===== src/rtl/cpu_pkg.sv =====
// rtl/cpu_pkg.sv - shared opcodes, FSM states, instruction fields and branch table for the 8-bit core
package cpu_pkg;

  localparam logic [2:0] OP_XOR  = 3'b000;
  localparam logic [2:0] OP_BEQ  = 3'b001;
  localparam logic [2:0] OP_ADDI = 3'b010;
  localparam logic [2:0] OP_ANDI = 3'b011;
  localparam logic [2:0] OP_RLS  = 3'b100;
  localparam logic [2:0] OP_NOP  = 3'b101;
  localparam logic [2:0] OP_ILL  = 3'b110;
  localparam logic [2:0] OP_HALT = 3'b111;

  typedef enum logic [2:0] {
    ST_IDLE,
    ST_FETCH,
    ST_DECODE,
    ST_EXECUTE,
    ST_WRITEBACK,
    ST_HALTED
  } ctrl_state_t;

  localparam int INSN_W  = 9;
  localparam int FIELD_W = 3;
  localparam int OPC_LSB = 6;
  localparam int FA_LSB  = 3;
  localparam int FB_LSB  = 0;

  // Branch targets; narrowed to the PC width where they are used.
  localparam int unsigned BR_LUT_0 = 0;
  localparam int unsigned BR_LUT_1 = 2;
  localparam int unsigned BR_LUT_2 = 4;
  localparam int unsigned BR_LUT_3 = 8;
  localparam int unsigned BR_LUT_4 = 16;
  localparam int unsigned BR_LUT_5 = 32;
  localparam int unsigned BR_LUT_6 = 64;
  localparam int unsigned BR_LUT_7 = 128;

  function automatic int unsigned br_lut_entry(input logic [2:0] idx);
    case (idx)
      3'd0:    return BR_LUT_0;
      3'd1:    return BR_LUT_1;
      3'd2:    return BR_LUT_2;
      3'd3:    return BR_LUT_3;
      3'd4:    return BR_LUT_4;
      3'd5:    return BR_LUT_5;
      3'd6:    return BR_LUT_6;
      default: return BR_LUT_7;
    endcase
  endfunction

  function automatic logic [2:0] insn_op(input logic [INSN_W-1:0] insn);
    return insn[OPC_LSB +: FIELD_W];
  endfunction

  function automatic logic [2:0] insn_fa(input logic [INSN_W-1:0] insn);
    return insn[FA_LSB +: FIELD_W];
  endfunction

  function automatic logic [2:0] insn_fb(input logic [INSN_W-1:0] insn);
    return insn[FB_LSB +: FIELD_W];
  endfunction

endpackage


===== src/rtl/branch_lut.sv =====
// rtl/branch_lut.sv - combinational branch target table indexed by the B field
import cpu_pkg::*;

module branch_lut #(
  parameter int PC_W = 10
) (
  input  logic [2:0]      idx,
  output logic [PC_W-1:0] target
);

  always_comb begin
    target = PC_W'(br_lut_entry(idx));
  end

endmodule


===== src/rtl/ctrl_sequencer.sv =====
// rtl/ctrl_sequencer.sv - multi-cycle fetch/decode/execute/writeback sequencer for the 8-bit core
import cpu_pkg::*;

module ctrl_sequencer #(
  parameter int              PC_W     = 10,
  parameter logic [PC_W-1:0] START_PC = '0
) (
  input  logic            clk,
  input  logic            reset,
  input  logic            start,
  output logic [PC_W-1:0] imem_addr,
  input  logic [8:0]      imem_rdata,
  output logic [2:0]      rf_ra_a,
  output logic [2:0]      rf_ra_b,
  input  logic [7:0]      rf_rd_a,
  input  logic [7:0]      rf_rd_b,
  output logic [2:0]      alu_op,
  output logic [7:0]      alu_in1,
  output logic [7:0]      alu_in2,
  input  logic [7:0]      alu_result,
  output logic            rf_we,
  output logic [2:0]      rf_waddr,
  output logic [7:0]      rf_wdata,
  output logic            busy,
  output logic            done,
  output logic            illegal
);

  ctrl_state_t     state, state_nxt;
  logic [PC_W-1:0] pc;
  logic [8:0]      ir;
  logic [7:0]      res;
  logic            illegal_q;
  logic [2:0]      alu_op_q;
  logic [7:0]      alu_in1_q, alu_in2_q;

  logic [2:0]      op, fa, fb;
  logic [8:0]      dec_insn;
  logic [7:0]      exe_in2;
  logic            start_ok, is_wr_op, br_taken;
  logic [PC_W-1:0] lut_target;

  assign op = insn_op(ir);
  assign fa = insn_fa(ir);
  assign fb = insn_fb(ir);

  assign start_ok = start && (state == ST_IDLE || state == ST_HALTED);
  assign is_wr_op = (op == OP_XOR) || (op == OP_ADDI) || (op == OP_ANDI) || (op == OP_RLS);
  // Branch decision comes from the registered result, not an ALU flag.
  assign br_taken = (op == OP_BEQ) && (res == 8'h00);
  assign exe_in2  = (op == OP_XOR || op == OP_BEQ) ? rf_rd_b : {5'b0, fb};

  branch_lut #(.PC_W(PC_W)) u_branch_lut (
    .idx    (fb),
    .target (lut_target)
  );

  always_ff @(posedge clk) begin
    if (reset) state <= ST_IDLE;
    else       state <= state_nxt;
  end

  always_comb begin
    state_nxt = state;
    case (state)
      ST_IDLE, ST_HALTED: if (start_ok) state_nxt = ST_FETCH;
      ST_FETCH:           state_nxt = ST_DECODE;
      ST_DECODE:          state_nxt = ST_EXECUTE;
      ST_EXECUTE:         state_nxt = (op == OP_HALT || op == OP_ILL) ? ST_HALTED : ST_WRITEBACK;
      ST_WRITEBACK:       state_nxt = ST_FETCH;
      default:            state_nxt = ST_IDLE;
    endcase
  end

  always_ff @(posedge clk) begin
    if (reset) begin
      pc        <= START_PC;
      ir        <= '0;
      res       <= '0;
      illegal_q <= 1'b0;
      alu_op_q  <= '0;
      alu_in1_q <= '0;
      alu_in2_q <= '0;
    end else begin
      case (state)
        ST_IDLE, ST_HALTED: begin
          if (start_ok) begin
            pc        <= START_PC;
            illegal_q <= 1'b0;
          end
        end
        ST_DECODE: ir <= imem_rdata;
        ST_EXECUTE: begin
          res       <= alu_result;
          alu_op_q  <= op;
          alu_in1_q <= rf_rd_a;
          alu_in2_q <= exe_in2;
          if (op == OP_ILL) illegal_q <= 1'b1;
        end
        ST_WRITEBACK: pc <= br_taken ? lut_target : pc + PC_W'(1);
        default: ;
      endcase
    end
  end

  always_comb begin
    // Register addresses must be valid while the ROM word is still on imem_rdata.
    dec_insn  = (state == ST_DECODE) ? imem_rdata : ir;
    imem_addr = pc;
    rf_ra_a   = insn_fa(dec_insn);
    rf_ra_b   = (insn_op(dec_insn) == OP_BEQ) ? 3'd0 : insn_fb(dec_insn);
    alu_op    = alu_op_q;
    alu_in1   = alu_in1_q;
    alu_in2   = alu_in2_q;
    if (state == ST_EXECUTE) begin
      alu_op  = op;
      alu_in1 = rf_rd_a;
      alu_in2 = exe_in2;
    end
    rf_we    = (state == ST_WRITEBACK) && is_wr_op && !reset;
    rf_waddr = rf_we ? fa : 3'd0;
    rf_wdata = rf_we ? res : 8'h00;
    busy     = (state == ST_FETCH) || (state == ST_DECODE) ||
               (state == ST_EXECUTE) || (state == ST_WRITEBACK);
    done     = (state == ST_HALTED);
    illegal  = illegal_q;
  end

endmodule


===== config.mk =====
export PLATFORM = sky130hd
export DESIGN_NAME = ctrl_sequencer
export DESIGN_NICKNAME = d
export VERILOG_FILES = /design/src/rtl/cpu_pkg.sv /design/src/rtl/branch_lut.sv /design/src/rtl/ctrl_sequencer.sv
export SDC_FILE = /design/constraint.sdc
export NUM_CORES = 1
export LEC_CHECK = 0
export CAP_MARGIN = 5
export CORE_MARGIN = 2
export CORE_UTILIZATION = 44
export CTS_CLUSTER_DIAMETER = 120
export DETAILED_ROUTE_END_ITERATION = 6
export GPL_TIMING_DRIVEN = 0
export PLACE_DENSITY = 0.89
export SYNTH_ARGS = -nofsm -noshare
export SYNTH_HDL_FRONTEND = slang
export SYNTH_SLANG_ARGS = --single-unit

===== constraint.sdc =====
create_clock -name clk -period 2.8 [get_ports clk]
set_input_delay 0.56 -clock clk [delete_from_list [all_inputs] [get_ports clk]]
set_output_delay 0.56 -clock clk [all_outputs]
set_load 0.02 [all_outputs]

==> summary.md <==
| Metric | Value |
|---|---|
| Avg Synthesized Cell Area | slightly below 8 µm² |
| Vias/cell | 5.33 |
| Vias in the first global route | 2383 |
| Path category of the worst min-delay check | register to register |
| IO Port Bufs | 85 |
| Initial Util | 0.460 |
| Final instance area | 3440 µm² |
| DP HPWL | 4.90 mm |
| Total track usage | 0.220 |
| Reg-to-Reg Start | ir[7] |
| Hold WS | about 0.46 ns |
| First-pass GRT wire length | around 11 mm |
| Peak supply drop | 0.286 mV |
| Least-Margin Pin Slew | 0.509 ns |
| P&R area growth vs syn | 45.5% |
| CTS root buffer | clkbuf_8 |
| Final Worst Setup Slack | 0.0490 ns |
| Largest family of logic cells by synthesized area | simple AND/OR/NAND/NOR gates |
| Cell Area, Placed | 3300 µm² |
| Pre-CTS worst setup slack | -0.341 ns |
| WP data arrival | ~2.2 ns |
| Initial antenna violation count | 0 |
| Ratio of cells with drive above 1 in the final layout | 0.135 |
| Tmin final | 2.75 ns |
| CP required | ~2.2 ns |
| Max-cap viol count | 0 |
| Ys async rst share | 0 |
| First-pass iteration count of the detailed router | 4 |
| Post-Synthesis Cells | 301 |
| GP Congestion | 0.892 |
| Synth cell types | 41 |
| Finish-stage setup viols | 0 |
| Adder-Cell Fraction of Synth Area | 0.00952 |
| Largest net degree at the start of global routing | 16 |
| Core area | 5140 µm² |
| Met3 wire length | 550 µm |
| Met2 WL | 3.26 mm |
| Fin. max-slew vios | 0 |
| Synth Area in Simple Gates | 0.309 |
| Reg2reg path depth | 5 |
| Syn nets | 338 |
| Number of synthesized flops with an enable pin | 0 |
| RSZ-0062 raised after global routing | true |
| Die Y | 77.3 µm |
| Total congestion overflow | 0 |
| Synth Area in Compound Gates | 0.143 |
| Worst Hold Depth | 2 |
| Antenna-violating nets left | 0 |
| Cell Pwr Density | about 440 nW/µm² |
| Crit-path max FO | 7 |
| Drt drc | 0 |
| H-tree levels | 2 |
| #FFs+latches synth | 50 |
| Worst setup path category | register to output port |
| Filler Cell Count | 459 |
| Chip Width | 77.3 µm |
| Post-synthesis mux area share | 0.0524 |
| Sequential-to-total area share from yosys stat | 0.423 |
| CTS Buf Count | 5 |
| Biggest area consumer among synthesized cells | dfxtp_1 |
| Sink Count | 50 |
| Hold Buf Count CTS | 0 |
| Initial DRC count | between 300 and 400 |
| Rel. slew slack | 0.661 |
| Layout net count | around 440 |
| IO Pins | 86 |
| M1 wire length | between 2 and 3 mm |
| Hold_sp | alu_in2_q[3] |
| # rows | 26 |
| Fmax | 364 MHz |
| Startpoint types | register |
| Crit. End Element | output port |
| Placed cell count | roughly 460 |
| Tot Pwr | 1.52 mW |
| Die area | 5980 µm² |
| Final hold violation count | 0 |
| Reg-to-reg setup timing slack | 0.92 ns |
| XOR/XNOR share of the synthesized area | 0.0148 |
| Fin crit share | 0.983 |
| Cell with the most instances after synthesis | nand2_1 |
| Final setup skew | 0.00395 ns |
| CTS tree | built |
| Leak | between 1.5 and 2 nW |
| Ranking of synthesized cells by area | dfxtp_1, nand2_1, a21oi_1 |
| Worst Hold End | alu_in2_q[3] |
| Post-Route WL | 6.60 mm |
| Finished Layout Cells | 469 |
| Status | completed |
| Prevailing post-synth register cell | dfxtp_1 |
| Yosys top cell area share | 0.423 |
| Synth cell count leaders | nand2_1, dfxtp_1, a21oi_1 |
| Top routing layer used | met4 |
| Worst-Skew Late Latency | 0.30 ns |
| Worst R2R End | imem_addr[5] |
| Via count | 2498 |
| Antenna Diode Count | 0 |
| Max Root-Sink Buffers | 2 |
| Wire per inst | 14.1 µm |
| Syn. warnings | 0 |
| Area of the mapped netlist | 2360 µm² |
| Clk slew on worst S/H paths | 0.09 ns |
## metal layers
layer	vias to the layer above	GRT usage
li1	1212	-
met1	1175	0.266
met2	101	0.385
met3	10	0.0600
met4	0	0.0536
met5	-	0
## cells by family (layout without fill, tap and decap cells)
kind of cell    after synthesis  count (layout)
simple gates                151             151
compound gates               59              59
flops                        50              50
buf+inv                      23             121
mux                          12              12
xor+xnor                      4               4
fa+ha+maj                     2               2
## cell usage in the layout, fill, tap and decap left out, types with 4 or more instances in the layout
cell type,n
nand2_1,69
clkbuf_2,13
nor2b_1,9
dlymetal6s2s_1,4
clkbuf_1,5
o21ai_0,12
clkdlybuf4s50_1,49
and2_1,11
a31oi_1,4
dfxtp_1,50
a21oi_1,35
buf_6,4
nor2_1,26
nand3_1,9
clkbuf_8,6
dlygate4sd2_1,21
buf_4,11
mux2i_1,9
nor3_1,6
## worst max-delay path, cell delays in order (launching register included)
cell and delay (ns):
dfxtp_1 0.34, buf_6 0.14, clkinvlp_4 0.11, nor3_4 0.26, mux2_2 0.38, buf_4 0.13, clkdlybuf4s50_1 0.52
## registers in the layout (all words and copies together), names as in the netlist
register and count:
illegal 1, state 3, alu_in2_q 8, res 8, alu_op_q 3, imem_addr 10, alu_in1_q 8, ir 9
## area by class of cell
cell class | count | area, µm² | share of cell area
plain buffers | 19 | 134 | 0.0389
clock buffers | 6 | 82.6 | 0.0240
clock inverters | 2 | 12.5 | 0.00364
inverters | 4 | 18.8 | 0.00545
multi-input cells | 228 | 1290 | 0.374
flip-flops and latches | 50 | 1000 | 0.291
well taps | 70 | 87.6 | 0.0255
repair buffers | 90 | 817 | 0.237
## timing repair
action,CTS,global route
buffers inserted,5,0
resized for setup,54,26
pin swaps,3,0
setup endpoints to repair,37,17
## worst max-delay path by stage
stage	start	to	slack, ns	depth (start not counted)
after global placement	reset	rf_wdata[6]	-0.35	6
after detailed placement	reset	rf_waddr[1]	-0.34	6
after floorplan	state[0]	rf_waddr[0]	0.59	6
after global routing	state[2]	rf_ra_a[1]	-0.02	5
final	state[1]	rf_ra_a[1]	0.05	6
after CTS	state[1]	alu_op[1]	0.001	9
## power by group
group / switching (mW) / internal [mW]
Sequential: 0.0197 / 0.734
Clock: 0.242 / 0.199
Combinational: 0.170 / 0.160
Total: 0.432 / 1.09
## metrics by stage
| stage | utilization | TNS (ns) |
|---|---|---|
| 2_1_floorplan | - | 0 |
| 3_3_place_gp | 0.643 | -3.76 |
| 3_5_place_dp | 0.643 | -3.83 |
| 4_1_cts | 0.674 | 0 |
| 5_1_grt | 0.669 | -0.0172 |
| 6_report | 0.669 | 0 |
(Power assumes the default switching activity.)
